[src/rtl/matmul_pkg.sv]
// Shared types and helpers for the matmul sequencer and its accumulate unit.
package matmul_pkg;

    typedef enum logic [1:0] {
        ST_IDLE    = 2'd0,
        ST_RUN     = 2'd1,
        ST_CAPTURE = 2'd2,
        ST_DONE    = 2'd3
    } state_e;

    localparam int DEF_DATA_WIDTH = 8;
    localparam int DEF_BUS_WIDTH  = 16;
    localparam int DIM_W          = 2;

    // Column-major element slot, matching the multiplier's C layout.
    function automatic int elem_idx(input int r, input int c, input int max_dim);
        return c * max_dim + r;
    endfunction

endpackage

[src/rtl/matmul_acc_unit.sv]
// Per-element mask, optional signed wrap-around accumulate and overflow flag merge.
module matmul_acc_unit
    import matmul_pkg::*;
#(
    parameter int BUS_WIDTH = DEF_BUS_WIDTH,
    parameter int MAX_DIM   = 2,
    localparam int NEL      = MAX_DIM * MAX_DIM,
    localparam int RES_W    = NEL * BUS_WIDTH
) (
    input  logic [DIM_W-1:0] n_dim_i,
    input  logic [DIM_W-1:0] m_dim_i,
    input  logic             acc_i,
    input  logic [RES_W-1:0] buf_i,
    input  logic [RES_W-1:0] prod_i,
    input  logic [NEL-1:0]   prod_flags_i,
    output logic [RES_W-1:0] sum_o,
    output logic [NEL-1:0]   flags_o
);

    logic [BUS_WIDTH-1:0] a_el;
    logic [BUS_WIDTH-1:0] b_el;
    logic [BUS_WIDTH-1:0] s_el;
    logic                 ovf;

    always_comb begin
        sum_o   = '0;
        flags_o = '0;
        a_el    = '0;
        b_el    = '0;
        s_el    = '0;
        ovf     = 1'b0;
        for (int r = 0; r < MAX_DIM; r++) begin
            for (int c = 0; c < MAX_DIM; c++) begin
                // Elements outside the active (n+1)x(m+1) window stay zero.
                if (r <= int'(n_dim_i) && c <= int'(m_dim_i)) begin
                    a_el = buf_i[elem_idx(r, c, MAX_DIM)*BUS_WIDTH +: BUS_WIDTH];
                    b_el = prod_i[elem_idx(r, c, MAX_DIM)*BUS_WIDTH +: BUS_WIDTH];
                    s_el = a_el + b_el;
                    ovf  = (a_el[BUS_WIDTH-1] == b_el[BUS_WIDTH-1]) &&
                           (s_el[BUS_WIDTH-1] != a_el[BUS_WIDTH-1]);
                    if (acc_i) begin
                        sum_o[elem_idx(r, c, MAX_DIM)*BUS_WIDTH +: BUS_WIDTH] = s_el;
                        flags_o[elem_idx(r, c, MAX_DIM)] = prod_flags_i[elem_idx(r, c, MAX_DIM)] | ovf;
                    end else begin
                        sum_o[elem_idx(r, c, MAX_DIM)*BUS_WIDTH +: BUS_WIDTH] = b_el;
                        flags_o[elem_idx(r, c, MAX_DIM)] = prod_flags_i[elem_idx(r, c, MAX_DIM)];
                    end
                end
            end
        end
    end

endmodule

[src/rtl/matmul_sequencer.sv]
// Command-driven sequencer for one systolic matrix multiplier, with result accumulation.
//   state   | meaning
//   IDLE    | ready for a command; bad dims give a one-cycle err_o pulse
//   RUN     | mul_start_o held, watchdog counting, waiting for mul_finish_i
//   CAPTURE | finish_write to multiplier, result buffer updated
//   DONE    | result presented until res_ready_i
module matmul_sequencer
    import matmul_pkg::*;
#(
    parameter int DATA_WIDTH = DEF_DATA_WIDTH,
    parameter int BUS_WIDTH  = DEF_BUS_WIDTH,
    parameter int TIMEOUT    = 16,
    localparam int MAX_DIM   = BUS_WIDTH / DATA_WIDTH,
    localparam int NEL       = MAX_DIM * MAX_DIM,
    localparam int OP_W      = NEL * DATA_WIDTH,
    localparam int RES_W     = NEL * BUS_WIDTH
) (
    input  logic             clk_i,
    input  logic             rst_ni,
    input  logic             cmd_valid_i,
    output logic             cmd_ready_o,
    input  logic [1:0]       cmd_n_dim_i,
    input  logic [1:0]       cmd_k_dim_i,
    input  logic [1:0]       cmd_m_dim_i,
    input  logic             cmd_acc_i,
    input  logic [OP_W-1:0]  cmd_a_matrix_i,
    input  logic [OP_W-1:0]  cmd_b_matrix_i,
    output logic             mul_start_o,
    output logic             mul_finish_write_o,
    output logic [1:0]       mul_n_dim_o,
    output logic [1:0]       mul_k_dim_o,
    output logic [1:0]       mul_m_dim_o,
    output logic [OP_W-1:0]  mul_a_matrix_o,
    output logic [OP_W-1:0]  mul_b_matrix_o,
    input  logic             mul_finish_i,
    input  logic [RES_W-1:0] mul_c_matrix_i,
    input  logic [NEL-1:0]   mul_flags_i,
    output logic             res_valid_o,
    input  logic             res_ready_i,
    output logic [RES_W-1:0] res_c_matrix_o,
    output logic [NEL-1:0]   res_flags_o,
    output logic             busy_o,
    output logic             err_o
);

    localparam int WD_W = $clog2(TIMEOUT + 1);

    state_e           state_q;
    logic             cmd_ready_q;
    logic             mul_start_q;
    logic             mul_fw_q;
    logic             res_valid_q;
    logic             busy_q;
    logic             err_q;
    logic             acc_q;
    logic [1:0]       n_dim_q;
    logic [1:0]       k_dim_q;
    logic [1:0]       m_dim_q;
    logic [OP_W-1:0]  a_q;
    logic [OP_W-1:0]  b_q;
    logic [RES_W-1:0] buf_q;
    logic [NEL-1:0]   flags_q;
    logic [WD_W-1:0]  wdog_q;
    logic [RES_W-1:0] buf_d;
    logic [NEL-1:0]   flags_d;
    logic             dims_ok;

    assign dims_ok = (int'(cmd_n_dim_i) < MAX_DIM) &&
                     (int'(cmd_k_dim_i) < MAX_DIM) &&
                     (int'(cmd_m_dim_i) < MAX_DIM);

    matmul_acc_unit #(
        .BUS_WIDTH (BUS_WIDTH),
        .MAX_DIM   (MAX_DIM)
    ) u_acc (
        .n_dim_i      (n_dim_q),
        .m_dim_i      (m_dim_q),
        .acc_i        (acc_q),
        .buf_i        (buf_q),
        .prod_i       (mul_c_matrix_i),
        .prod_flags_i (mul_flags_i),
        .sum_o        (buf_d),
        .flags_o      (flags_d)
    );

    always_ff @(posedge clk_i) begin
        if (!rst_ni) begin
            state_q     <= ST_IDLE;
            cmd_ready_q <= 1'b1;
            mul_start_q <= 1'b0;
            mul_fw_q    <= 1'b0;
            res_valid_q <= 1'b0;
            busy_q      <= 1'b0;
            err_q       <= 1'b0;
            acc_q       <= 1'b0;
            n_dim_q     <= '0;
            k_dim_q     <= '0;
            m_dim_q     <= '0;
            a_q         <= '0;
            b_q         <= '0;
            buf_q       <= '0;
            flags_q     <= '0;
            wdog_q      <= '0;
        end else begin
            err_q <= 1'b0;
            case (state_q)
                ST_IDLE: begin
                    if (cmd_valid_i && cmd_ready_q) begin
                        if (!dims_ok) begin
                            err_q <= 1'b1;
                        end else begin
                            n_dim_q     <= cmd_n_dim_i;
                            k_dim_q     <= cmd_k_dim_i;
                            m_dim_q     <= cmd_m_dim_i;
                            a_q         <= cmd_a_matrix_i;
                            b_q         <= cmd_b_matrix_i;
                            acc_q       <= cmd_acc_i;
                            wdog_q      <= '0;
                            cmd_ready_q <= 1'b0;
                            busy_q      <= 1'b1;
                            mul_start_q <= 1'b1;
                            state_q     <= ST_RUN;
                        end
                    end
                end
                ST_RUN: begin
                    if (mul_finish_i) begin
                        mul_fw_q <= 1'b1;
                        state_q  <= ST_CAPTURE;
                    end else if (wdog_q == WD_W'(TIMEOUT - 1)) begin
                        err_q       <= 1'b1;
                        mul_start_q <= 1'b0;
                        cmd_ready_q <= 1'b1;
                        busy_q      <= 1'b0;
                        state_q     <= ST_IDLE;
                    end else begin
                        wdog_q <= wdog_q + 1'b1;
                    end
                end
                ST_CAPTURE: begin
                    buf_q       <= buf_d;
                    flags_q     <= flags_d;
                    mul_start_q <= 1'b0;
                    mul_fw_q    <= 1'b0;
                    res_valid_q <= 1'b1;
                    state_q     <= ST_DONE;
                end
                ST_DONE: begin
                    if (res_ready_i) begin
                        res_valid_q <= 1'b0;
                        cmd_ready_q <= 1'b1;
                        busy_q      <= 1'b0;
                        state_q     <= ST_IDLE;
                    end
                end
                default: state_q <= ST_IDLE;
            endcase
        end
    end

    assign cmd_ready_o        = cmd_ready_q;
    assign mul_start_o        = mul_start_q;
    assign mul_finish_write_o = mul_fw_q;
    assign mul_n_dim_o        = n_dim_q;
    assign mul_k_dim_o        = k_dim_q;
    assign mul_m_dim_o        = m_dim_q;
    assign mul_a_matrix_o     = a_q;
    assign mul_b_matrix_o     = b_q;
    assign res_valid_o        = res_valid_q;
    assign res_c_matrix_o     = buf_q;
    assign res_flags_o        = flags_q;
    assign busy_o             = busy_q;
    assign err_o              = err_q;

endmodule

[config.mk]
export PLATFORM = sky130hd
export DESIGN_NAME = matmul_sequencer
export DESIGN_NICKNAME = d
export VERILOG_FILES = /design/src/rtl/matmul_pkg.sv /design/src/rtl/matmul_acc_unit.sv /design/src/rtl/matmul_sequencer.sv
export SDC_FILE = /design/constraint.sdc
export NUM_CORES = 1
export LEC_CHECK = 0
export ABC_CLOCK_PERIOD_IN_PS = 3200
export BUFFER_PORTS_ARGS = -buffer_cell sky130_fd_sc_hd__buf_2
export CORE_UTILIZATION = 25
export DETAILED_ROUTE_END_ITERATION = 16
export PLACE_DENSITY = 0.54
export SETUP_SLACK_MARGIN = 0.02
export SYNTH_ARGS = -nofsm -noshare
export SYNTH_HDL_FRONTEND = slang
export SYNTH_SLANG_ARGS = --single-unit
[constraint.sdc]
create_clock -name clk_i -period 3.2 [get_ports clk_i]
set_clock_uncertainty 0.2 [all_clocks]
set_input_delay 0.32 -clock clk_i [delete_from_list [all_inputs] [get_ports clk_i]]
set_output_delay 0.32 -clock clk_i [all_outputs]
set_load 0.02 [all_outputs]
# After elaboration in Yosys (flattened, before gate mapping)
# Index checks and enable logic that the tools add are counted.
[classes]
n_mux = 46
add_sub_neg = 5
bitwise = 4
n_reduce_logical = 21
magnitude_cmp = 5
eq_ne = 20
[op_table]
columns = ["cell", "count"]
rows = [
  ["16-bit two-way mux", 7],
  ["16-bit adder", 4],
  ["1-bit two-way mux", 22],
  ["5-bit two-way mux", 4],
  ["2-bit != test (second input constant)", 7],
  ["2-bit two-way mux", 5],
  ["5-bit case mux with 2 select lines", 1],
  ["5-bit AND reduction", 2],
  ["1-bit case mux with 3 select lines", 3],
  ["1-bit logical AND", 8],
  ["2-bit case mux with 4 select lines", 1],
  ["2-bit less-than comparator (second input constant)", 3],
  ["1-bit case mux with 2 select lines", 3],
  ["6-bit AND reduction", 1],
  ["2-bit nonzero test", 3],
  ["3-bit nonzero test", 2],
  ["5-bit by 1-bit adder with 5-bit output (second input constant)", 1],
  ["5-bit by 4-bit equality test with 1-bit output (second input constant)", 1],
  ["1-bit equality test", 4],
  ["2-bit equality test (second input constant)", 2],
  ["1-bit by 2-bit <= comparator with 1-bit output (first input constant)", 2],
  ["1-bit != test", 4],
  ["1-bit OR", 4],
  ["2-bit AND reduction", 2],
  ["5 further kinds", 5],
]
[word_totals]
output_inout_bits = 144
input_bits = 144
regBits = 152
elab_cells = 117

# Depth between registers and ports, before layout
# Gate-level depths: netlist (run 1).
[depth]
ltp_word = 6
mapped_depth = 11
depth_no_buf = 11

# Modules after synthesis
# A second synthesis (run 1) with hierarchy kept.
[hier_totals]
cells_unflattened = 1144
hier_area_um2 = 9688.0
[by_module_without_submodules]
columns = ["module", "cells_per_inst", "area_each_um2", "instances", "seq_area_each_um2"]
rows = [
  ["matmul_sequencer", 608, 5925.7, 1, 3042.9],
  ["matmul_acc_unit", 536, 3762.4, 1, 0.0],
]

# Worst setup path before layout (run 1)
# OpenSTA, ideal clock, no wires.
[synth_timing]
path_kind = "register to register"
from = "register buf_q[16] (netlist: res_c_matrix_o[16])"
to = "register buf_q[28] (netlist: res_c_matrix_o[28])"
stages_incl_launch_ff = 12
arrival_time_ns = 2.252
required_time_ns = 2.878
setup_ns = 0.122
slack_ns = 0.626
period_less_slack_ns = 2.574
n_path_buf = 0
cell_sequence = "dfxtp_1 -> ha_1 -> inv_1 -> fa_1 -> nor2b_1 -> o21ai_1 -> a21boi_1 -> o21ai_1 -> a211oi_1 -> or2_1 -> nor2_1 -> a311o_1"
[synth_between]
elab_chain_len = 3
[synth_rtl]
columns = ["item", "line", "source"]
rows = [
  ["start: declaration", "matmul_sequencer.sv:61", "logic [RES_W-1:0] buf_q;"],
  ["start signal: assignment", "matmul_sequencer.sv:141", "buf_q <= buf_d;"],
  ["16-bit adder", "matmul_acc_unit.sv:38", "s_el = a_el + b_el;"],
  ["16-bit two-way mux", "matmul_acc_unit.sv:41", "if (acc_i) begin"],
  ["16-bit two-way mux", "matmul_acc_unit.sv:35", "if (r <= int'(n_dim_i) && c <= int'(m_dim_i)) begin"],
]
# Every way passes these cells.
# A chain may end at the register's enable or synchronous reset.

# Final worst setup path (run 1)
[layout_timing]
from = "input port mul_c_matrix_i[3]"
to = "register buf_q[15] (netlist: res_c_matrix_o[15])"
[layout_between]
elab_chain_len = 2
[layout_rtl]
columns = ["item", "line", "source"]
rows = [
  ["start: declaration", "matmul_sequencer.sv:36", "input logic [RES_W-1:0] mul_c_matrix_i,"],
  ["16-bit adder", "matmul_acc_unit.sv:38", ""],
  ["16-bit two-way mux", "matmul_acc_unit.sv:41", ""],
]
# Every way passes these cells.

==> metrics.yaml, run 1 <==
tns_ns: 0
clock_latency_ns: 0.44
cts_resized: 0
pwr-share-seq: 0.415
synth_nets: 1327
min_period_ns: 2.93
rr_startpoint: "res_c_matrix_o[38]$_SDFFE_PN0P_"
rsz0062_at_grt: "no"
core-area_sq_um: 34500
wire_per_inst_um: 15.5
grt.total_usage: 0.165
swShare: 0.292
seq_area_sq_um: 3040
fin_ws_ns: 0.272
num_rows: 68
max_cap_viol_count: 0
fillers: 3637
area_growth_pct: 39.6
p_int_w: 0.00334
crit_arrival_ns: 3.06
num_io_pins: 288
die_y_um: 189
critical-path-top-delay-family: "compound AO/OA/AOI/OAI gates"
r2r-end: "res_flags_o[2]$_SDFFE_PN0P_"
slowest_stage: "dlygate4sd3_1"
ys.warnings.count: 0
antenna_left: 0
comb_power_share: 0.140
tritoncts.num_buffers: 17
clk_pin_slew_ns: 0.07
reg2reg_depth: 9
final-hold-violation-count: 1
r2r_slack_ns: 0.34
ys_ff_latch: 152
grt_max_degree: 51
synth-edff-count: 0
port_buffers: 287
die_w_um: 189
first_pass_iters: 5
via_per_inst: 4.82
violations: "hold timing"
max_stage_delay_ns: 0.54
layout-drive-gt1-share: 0.236
placedInstanceArea_sq_um: 10800
grt_pass1_wl_mm: 46.6
ys.flop_type: "dfxtp_1"
drt-total-wl_mm: 30.0
hold_depth: 3
syn_area_per_cell_sq_um: 7.89
dp_hpwl_mm: 21.3
start_util: 0.254
drc: 0
cts_tree: "yes"
clock_path_buffers: 2
cp-start-kind: "input port"
drtIter0Drc: 450
worst_slew_pin_slew_ns: 0.959
postSynthCellCount: 1113
grt_overflow: 0
report.final.slew_viol_count: 0
multi_input_area_sq_um: 5440
cellLeakagePower_nw: 5.48
p_switching_w: 0.00138
path_max_fanout: 4
cp.required_ns: 3.33
grt_pass1_vias: 8934
pre_cts_ws_ns: 0.384
synth.cell_area_sq_um: 8780
clockRootBuffer: "clkbuf_16"
seq_area_frac_synth: 0.346
crit_type: "input port to flip-flop"
path_buf_inv: 2
max-slew-margin-rel: 0.356
nNetsFinal: 1683
ir_worst_vdd_v: 0.000369
final_util: 0.355
worstPathCellList: "dlygate4sd3_1, buf_2, ha_1, and3_1, a211oi_2, o2111ai_1, a221o_1, a31oi_4, or3_1, a31oi_1, o21bai_1"
vias: 9342
power.density_nw_per_um2: 385
synth_cell_types: 62
antenna_found_initial: 0
htree_levels: 4
cts.sinks: 152
fin_crit_sh: 0.915
whs_ns: -0.00561
finalSetupViolCount: 0
min_from: "cmd_acc_i"
cp-end-kind: "flip-flop"
max_freq_ghz: 0.342
clkPwrFrac: 0.445
min_to: "acc_q$_SDFFE_PN0P_"
async_reset_ff_frac: 0
postLayoutCellArea_sq_um: 12300
hp-class: "input port to flip-flop"
gp_congestion: 0.831
status: "finished, violations left"
die_area_sq_um: 35900
[worst max-delay path by stage]
stage	endpoint	depth (start not counted)	startpoint	slack, ns
floorplan	res_c_matrix_o[28]$_SDFFE_PN0P_	11	res_c_matrix_o[16]$_SDFFE_PN0P_	0.63
global placement	res_c_matrix_o[14]$_SDFFE_PN0P_	11	mul_c_matrix_i[0]	0.38
detailed placement	res_c_matrix_o[15]$_SDFFE_PN0P_	10	mul_c_matrix_i[4]	0.38
CTS	res_c_matrix_o[15]$_SDFFE_PN0P_	11	mul_c_matrix_i[3]	0.31
global route	res_flags_o[2]$_SDFFE_PN0P_	9	res_c_matrix_o[38]$_SDFFE_PN0P_	0.14
finish	res_c_matrix_o[15]$_SDFFE_PN0P_	11	mul_c_matrix_i[3]	0.27
[area by class of cell]
type,instances,area share
Clock buffer,18,0.0350
Clock inverter,14,0.0128
Sequential cell,152,0.248
Multi-Input combinational cell,878,0.444
Timing Repair Buffer,392,0.205
Tap cell,455,0.0464
Inverter,28,0.00878
Antenna cell,1,0.000204
[worst reg2reg max path, delay by kind of cell (launching register included)]
family                   cells  cell delay, ns
flip-flops                   1            0.34
AND/OR/NAND/NOR              2            0.44
buffers and inverters        1            0.56
AO/OA/AOI/OAI                5            0.95
adder cells (fa/ha/maj)      1            0.32
[Yosys cell counts, drive strengths merged (10+ instances only)]
master,instances,area share
nand2,181,0.077
dfxtp,152,0.35
a21oi,149,0.085
nor2,106,0.045
ha,66,0.094
o21ai,54,0.031
clkbuf,53,0.023
mux2i,29,0.033
inv,28,0.012
a211oi,23,0.021
xnor2,23,0.023
nor2b,21,0.015
nor3,19,0.011
xor2,19,0.019
a21o,18,0.015
nand3,15,0.0085
or3,15,0.011
a31oi,11,0.0095
and2,10,0.0071
[flip-flops by register name, summed over array words and instances (netlist names), 2 cells and up, named ones only]
signal          flops
res_flags_o         4
res_c_matrix_o     64
mul_a_matrix_o     32
mul_m_dim_o         2
mul_n_dim_o         2
mul_k_dim_o         2
wdog_q              5
mul_b_matrix_o     32
[kinds of logic (layout without fill, tap and decap cells)]
logic type	after synthesis	after routing	synth area share
other	0	1	0
adders and majority gates	70	70	0.103
and+or+nand+nor	411	411	0.209
buffers and inverters	83	452	0.0355
xor gates and xnor gates	42	42	0.0419
AOI/OAI and AO/OA	326	326	0.231
muxes	29	29	0.0330
DFF	152	152	0.346
[power by group through the flow]
stage	registers, W	logic (W)	clock network [W]
floorplan	0.00204	0.000294	0
global placement	0.00200	0.000569	0
detailed placement	0.00200	0.000574	0
CTS	0.00196	0.000660	0.00218
global route	0.00196	0.000725	0.00224
finish	0.00196	0.000659	0.00210
[per-stage QoR]
step	total power, W	instances	hold slack, ns
final	0.00472	1938	-0.00561
after global routing	0.00493	1937	0.0160
after CTS	0.00480	1937	0.00224
after detailed placement	0.00258	1816	0.243
after global placement	0.00257	1816	0.237
after floorplan	0.00233	1113	0.249
[layout by cell type, fill, tap and decap left out, drive strengths merged, types with 19 or more instances in the layout]
cell type    instances
dlygate4sd3         89
nand2              181
xor2                19
ha                  66
nor3                19
a211oi              23
inv                 37
dfxtp              152
mux2i               29
nor2b               21
nor2               106
o21ai               54
buf                303
xnor2               23
a21oi              149
[routing by layer]
metal / up-vias / global-route usage / wire length (um)
met5: - / 0 / 0
met4: 0 / 0.0515 / 430
met3: 30 / 0.0497 / 2200
met2: 311 / 0.270 / 13900
met1: 4337 / 0.206 / 13400
li1: 4664 / - / -
[what timing repair did]
action                                  in CTS  in global routing
setup buffers                                0                  0
hold endpoints to repair                    89                  0
endpoints found under the setup margin       0                  0
hold buffers                                89                  0
Power figures use the tool's default switching activity.
==> run 2, diff against run 1 <==
--- a/config.mk
+++ b/config.mk
@@ -5,11 +5,11 @@
 export SDC_FILE = /design/constraint.sdc
 export NUM_CORES = 1
 export LEC_CHECK = 0
-export ABC_CLOCK_PERIOD_IN_PS = 3200
+export ABC_CLOCK_PERIOD_IN_PS = 3700
 export BUFFER_PORTS_ARGS = -buffer_cell sky130_fd_sc_hd__buf_2
 export CORE_UTILIZATION = 25
 export DETAILED_ROUTE_END_ITERATION = 16
-export PLACE_DENSITY = 0.54
+export PLACE_DENSITY = 0.55
 export SETUP_SLACK_MARGIN = 0.02
 export SYNTH_ARGS = -nofsm -noshare
 export SYNTH_HDL_FRONTEND = slang
==> constraint.sdc (replaced) <==
create_clock -name clk_i -period 3.7 [get_ports clk_i]
set_clock_uncertainty 0.2 [all_clocks]
set_input_delay 0.37 -clock clk_i [delete_from_list [all_inputs] [get_ports clk_i]]
set_output_delay 0.37 -clock clk_i [all_outputs]
set_load 0.02 [all_outputs]
==> run 2 against run 1 <==
Effect of this change: utilization shrank 0.67 points; sequential share of layout area grew 0.48 points; worst setup slack improved by 0.54 ns; count of clock-buffer cells in the layout rose by 1; first-iteration DRC count fell by 12%; final cell count shrank 0.93%; non-clock buffer count decreased by 18; largest power group unchanged; the flow now finishes without violations; worst hold slack improved by 0.032 ns; critical endpoint is now res_c_matrix_o[31]$_SDFFE_PN0P_.
==> metrics.yaml, run 2 (same netlist as run 1, synthesis figures left out) <==
cts_tree: "yes"
max_freq_ghz: 0.346
nNetsFinal: 1665  # -1.1%
cp-end-kind: "flip-flop"
cts.sinks: 152  # unchanged
vias: 9177  # -1.8%
grt.total_usage: 0.162  # -0.00274
fin_crit_sh: 0.781
crit_type: "input port to flip-flop"
r2r_slack_ns: 0.99  # +0.65 ns
drc: 0  # unchanged
dp_hpwl_mm: 20.7  # -2.5%
antenna_left: 0  # unchanged
cellLeakagePower_nw: 5.36  # -2.1%
hp-class: "input port to flip-flop"
core-area_sq_um: 34500  # unchanged
cts_resized: 0  # unchanged
cp.required_ns: 3.79  # +0.46 ns
clock_latency_ns: 0.44  # about the same
path_max_fanout: 4  # unchanged
report.final.slew_viol_count: 0  # unchanged
tritoncts.num_buffers: 17  # unchanged
clock_path_buffers: 2  # unchanged
dp.cells: 1814  # -0.11%
max_cap_viol_count: 0  # unchanged
num_rows: 68  # unchanged
first_pass_iters: 7  # +2
drtIter0Drc: 396  # -12%
cp-start-kind: "input port"
rsz0062_at_grt: "no"
gp_congestion: 0.832  # +0.12%
grt_max_degree: 66  # +29%
clockRootBuffer: "clkbuf_16"
layout-drive-gt1-share: 0.237  # +0.000855
grt_pass1_wl_mm: 45.9  # -1.5%
worst_slew_pin_slew_ns: 0.865  # -0.0941 ns
fin_cells: 1920  # -0.93%
largest_reg_flops: 64  # unchanged
status: "finished, final reports clean"
final_cell_mix: "buf_2, nand2_1, dfxtp_1, a21oi_1, nor2_1"
final_common_cell: "buf_2"
antenna_found_initial: 2  # +2
min_to: "mul_b_matrix_o[21]$_SDFFE_PN0P_"
ir_worst_vdd_v: 0.000312  # -15%
htree_levels: 4  # unchanged
finalSetupViolCount: 0  # unchanged
die_w_um: 189  # unchanged
power.density_nw_per_um2: 333  # -13%
clk_pin_slew_ns: 0.07  # about the same
num_io_pins: 288  # unchanged
die_y_um: 189  # unchanged
max-slew-margin-rel: 0.423  # +0.0670
tns_ns: 0  # unchanged
rr_startpoint: "res_c_matrix_o[0]$_SDFFE_PN0P_"
area_growth_pct: 36.9
hold_depth: 3  # unchanged
min_from: "cmd_b_matrix_i[21]"
wire_per_inst_um: 15.4  # -0.14%
die_area_sq_um: 35900  # unchanged
final-hold-violation-count: 0  # -1
reg2reg_depth: 10  # +1
r2r-end: "res_c_matrix_o[12]$_SDFFE_PN0P_"
crit_arrival_ns: 2.98  # -0.08 ns
fillers: 3687  # +1.4%
port_buffers: 287  # unchanged
grt_overflow: 0  # unchanged
min_period_ns: 2.89
start_util: 0.254  # unchanged
via_per_inst: 4.78  # -0.85%
grt_pass1_vias: 8893  # -0.46%
drt-total-wl_mm: 29.6  # -1.1%
==> run 2: cell count changes in the layout (fill, tap and decap cells not counted) <==
cell           previous run  this run
clkinvlp_4                1         2
clkinv_4                  1         2
clkinv_8                  1         0
dlygate4sd3_1            89        73
buf_12                    5         2
buf_4                    11        12
inv_8                     4         2
clkbuf_1                  1         2
==> run 2: per-stage QoR <==
step                      hold slack (ns)  utilization  setup WS (ns)  total power, W  instance area (sq um)
after floorplan                     0.249            -           1.13         0.00202                   8780
after global placement              0.237        0.311          0.829         0.00222                  10700
after detailed placement            0.244        0.311          0.841         0.00223                  10700
after CTS                        0.000814        0.348          0.834         0.00407                  12000
after global routing               0.0110        0.348          0.599         0.00419                  12000
final                              0.0260        0.348          0.811         0.00400                  12000
==> run 2: layout make-up <==
cell class | instances | area (sq um) | area share
clock inverters | 13 | 134 | 0.0111
clock buffers | 19 | 433 | 0.0360
flip-flops and latches | 152 | 3040 | 0.253
inverters | 28 | 108 | 0.00895
well taps | 455 | 569 | 0.0473
repair buffers | 374 | 2300 | 0.191
diodes | 1 | 2.50 | 0.000208
multi-input cells | 878 | 5440 | 0.452
==> run 2: metal layers <==
layer  GRT usage  wire length [um]
met2       0.273             13800
met1       0.199             13500
met4      0.0447               313
met5           0                10
met3      0.0478              2000
==> run 2: how the worst max path moves through the flow <==
| stage | from | end | slack, ns | cells after the start |
|---|---|---|---|---|
| 5_1_grt | mul_c_matrix_i[22] | res_c_matrix_o[31]$_SDFFE_PN0P_ | 0.60 | 11 |
| 3_5_place_dp | mul_c_matrix_i[17] | res_c_matrix_o[31]$_SDFFE_PN0P_ | 0.84 | 10 |
| 3_3_place_gp | mul_c_matrix_i[0] | res_c_matrix_o[12]$_SDFFE_PN0P_ | 0.83 | 11 |
| 2_1_floorplan | res_c_matrix_o[16]$_SDFFE_PN0P_ | res_c_matrix_o[28]$_SDFFE_PN0P_ | 1.13 | 11 |
| 4_1_cts | mul_c_matrix_i[22] | res_c_matrix_o[31]$_SDFFE_PN0P_ | 0.83 | 11 |
| 6_report | mul_c_matrix_i[22] | res_c_matrix_o[31]$_SDFFE_PN0P_ | 0.81 | 11 |
==> run 2: timing repair <==
item	in CTS	in global routing
hold buffers	73	0
setup endpoints to repair	0	0
hold endpoints to repair	73	0
setup buffers	0	0
==> run 2: power by group <==
| part | leakage [nW] | switching (W) | internal (W) | total (W) |
|---|---|---|---|---|
| sequential | 1.23 | 0.0000213 | 0.00167 | 0.00169 |
| clock | 0.273 | 0.000807 | 0.000947 | 0.00175 |
| combinational | 3.86 | 0.000314 | 0.000245 | 0.000559 |
==> run 2: worst max-delay path, cell delays in order <==
cell	delay [ns]
dlygate4sd3_1	0.53
buf_2	0.13
ha_1	0.35
a211oi_1	0.22
o211ai_1	0.20
a221oi_2	0.39
o2111ai_1	0.30
xnor2_1	0.25
nand2_1	0.08
o21ai_0	0.08
a21oi_1	0.08
==> run 3, diff against run 2 <==
--- a/config.mk
+++ b/config.mk
@@ -5,11 +5,11 @@
 export SDC_FILE = /design/constraint.sdc
 export NUM_CORES = 1
 export LEC_CHECK = 0
-export ABC_CLOCK_PERIOD_IN_PS = 3700
+export ABC_CLOCK_PERIOD_IN_PS = 2400
 export BUFFER_PORTS_ARGS = -buffer_cell sky130_fd_sc_hd__buf_2
 export CORE_UTILIZATION = 25
 export DETAILED_ROUTE_END_ITERATION = 16
-export PLACE_DENSITY = 0.55
+export PLACE_DENSITY = 0.57
 export SETUP_SLACK_MARGIN = 0.02
 export SYNTH_ARGS = -nofsm -noshare
 export SYNTH_HDL_FRONTEND = slang
==> constraint.sdc (replaced) <==
create_clock -name clk_i -period 2.4 [get_ports clk_i]
set_clock_uncertainty 0.2 [all_clocks]
set_input_delay 0.24 -clock clk_i [delete_from_list [all_inputs] [get_ports clk_i]]
set_output_delay 0.24 -clock clk_i [all_outputs]
set_load 0.02 [all_outputs]
==> run 3 against run 2 <==
Effect of this change: the flow now finishes with violations (setup timing); die area did not move; largest cell class unchanged; count of clock-buffer cells in the layout rose by 3; clock power rose by 75%; cell area rose by 17%; flip-flop and latch count did not move; global-route usage rose by 1.0 points; wire length rose by 5.5%; utilization rose by 6.0 points; final cell count rose by 7.6%; first-iteration DRC count fell by 2.8%; sequential share of layout area fell by 3.4 points.
==> metrics.yaml, run 3 (same netlist as run 1, synthesis figures left out) <==
critical-path-top-delay-family: "compound AO/OA/AOI/OAI gates"
max-slew-margin-rel: 0.592  # +0.169
max_freq_ghz: 0.395
cts.sinks: 152  # unchanged
clk_pin_slew_ns: 0.07  # about the same
die_y_um: 189  # unchanged
clock_latency_ns: 0.44  # about the same
tns_ns: -0.649  # -0.649 ns
postLayoutCellArea_sq_um: 14100  # +17%
port_buffers: 287  # unchanged
start_util: 0.254  # unchanged
num_io_pins: 288  # unchanged
fin_crit_sh: 1.06
cp-end-kind: "flip-flop"
max_stage_delay_ns: 0.39  # -0.14 ns
die_area_sq_um: 35900  # unchanged
final-hold-violation-count: 0  # unchanged
wire_per_inst_um: 15.1  # -1.9%
cp-startpoint: "res_c_matrix_o[3]$_SDFFE_PN0P_"
cts_tree: "yes"
grt_pass1_wl_mm: 49.4  # +7.5%
min_from: "mul_c_matrix_i[38]"
violations: "setup timing"
ir_worst_vdd_v: 0.000489  # +57%
fin_ws_ns: -0.134  # -0.944 ns
crit_type: "flip-flop to flip-flop"
via_per_inst: 4.76  # -0.49%
rsz0062_at_grt: "yes"
first_pass_iters: 5  # -2
gp_congestion: 0.826  # -0.69%
finalSetupViolCount: 12  # +12
worstPathCellList: "ha_4, and3_4, a211oi_2, o2111ai_2, a221o_1, a31oi_4, or3_4, a31oi_1, o21bai_1"
placedInstanceArea_sq_um: 11500  # +7.3%
grt_max_degree: 69  # +4.5%
crit_arrival_ns: 2.67  # -0.31 ns
hp-class: "input port to flip-flop"
final_cell_mix: "buf_2, nand2_1, dfxtp_1, a21oi_1, dlygate4sd3_1"
max_cap_viol_count: 0  # unchanged
grt_overflow: 0  # unchanged
cp.required_ns: 2.53  # -1.26 ns
final_common_cell: "buf_2"
power.density_nw_per_um2: 473  # +42%
clockRootBuffer: "clkbuf_16"
layout-drive-gt1-share: 0.348  # +0.111
drc: 0  # unchanged
num_rows: 68  # unchanged
dp_hpwl_mm: 21.7  # +4.8%
pre_cts_ws_ns: -0.223  # -1.06 ns
rr_startpoint: "res_c_matrix_o[3]$_SDFFE_PN0P_"
antenna_found_initial: 3  # +1
cellLeakagePower_nw: 6.20  # +16%
fin_cells: 2066  # +7.6%
cp-start-kind: "flip-flop"
nNetsFinal: 1812  # +8.8%
grt.total_usage: 0.172  # +0.0103
clock_path_buffers: 2  # unchanged
path_max_fanout: 4  # unchanged
slowest_stage: "a221o_1"
antenna_left: 0  # unchanged
vias: 9826  # +7.1%
drt-total-wl_mm: 31.3  # +5.5%
htree_levels: 4  # unchanged
drtIter0Drc: 385  # -2.8%
report.final.slew_viol_count: 0  # unchanged
core-area_sq_um: 34500  # unchanged
min_period_ns: 2.53
tritoncts.num_buffers: 17  # unchanged
dp.cells: 1901  # +4.8%
die_w_um: 189  # unchanged
fillers: 3493  # -5.3%
status: "finished, violations left"
grt_pass1_vias: 9858  # +11%
path_buf_inv: 0  # -2
area_growth_pct: 60.5
worst_slew_pin_slew_ns: 0.610  # -0.256 ns
diodes: 0  # -1
largest_reg_flops: 64  # unchanged
[run 3: repair_timing]
action	CTS	global route
gates resized for setup	38	84
endpoints found under the setup margin	25	41
buffers inserted	5	11
pin swaps	41	61
cloned	0	0
hold buffers	123	0
endpoints found under the hold margin	122	0
[run 3: routing by layer]
metal / wire, um / global-route usage
met1: 13700 / 0.204
met2: 15200 / 0.300
met3: 1690 / 0.0450
met4: 657 / 0.0583
met5: 29 / 0
[run 3: path summary, 6_finish.rpt]
| check | end | depth (start not counted) | slack (ns) |
|---|---|---|---|
| max | res_c_matrix_o[15]$_SDFFE_PN0P_ | 9 | -0.13 |
| max reg2reg | res_c_matrix_o[15]$_SDFFE_PN0P_ | 9 | -0.13 |
| min | res_c_matrix_o[38]$_SDFFE_PN0P_ | 4 | 0.04 |
| min reg2reg | mul_b_matrix_o[0]$_SDFFE_PN0P_ | 2 | 0.25 |
[run 3: worst register-to-register path, stage by stage (launching register included)]
cell and delay [ns]:
dfxtp_4 0.35, ha_4 0.23, and3_4 0.18, a211oi_2 0.30, o2111ai_2 0.17, a221o_1 0.39
a31oi_4 0.23, or3_4 0.17, a31oi_1 0.06, o21bai_1 0.15
[run 3: power by group]
part | internal, W | total [W] | leakage, nW | switching [W]
Combinational | 0.000482 | 0.00100 | 4.64 | 0.000521
Clock | 0.00183 | 0.00306 | 0.325 | 0.00123
Sequential | 0.00256 | 0.00260 | 1.24 | 0.0000367
Total | 0.00488 | 0.00666 | 6.20 | 0.00178
[run 3: metrics by stage]
| stage | hold slack [ns] | util | power [W] |
|---|---|---|---|
| floorplan | 0.175 | - | 0.00311 |
| global placement | 0.239 | 0.333 | 0.00345 |
| detailed placement | 0.243 | 0.333 | 0.00346 |
| CTS | 0.00268 | 0.394 | 0.00673 |
| global route | 0.0460 | 0.408 | 0.00696 |
| finish | 0.0372 | 0.408 | 0.00666 |
[run 3: layout make-up]
class / instances / area (sq um) / area share
clock buffer: 22 / 505 / 0.0359
clock inverter: 10 / 151 / 0.0107
inverter: 28 / 110 / 0.00781
multi-input combinational: 878 / 6100 / 0.433
sequential: 152 / 3090 / 0.219
tap: 455 / 569 / 0.0404
timing repair buffer: 521 / 3570 / 0.253
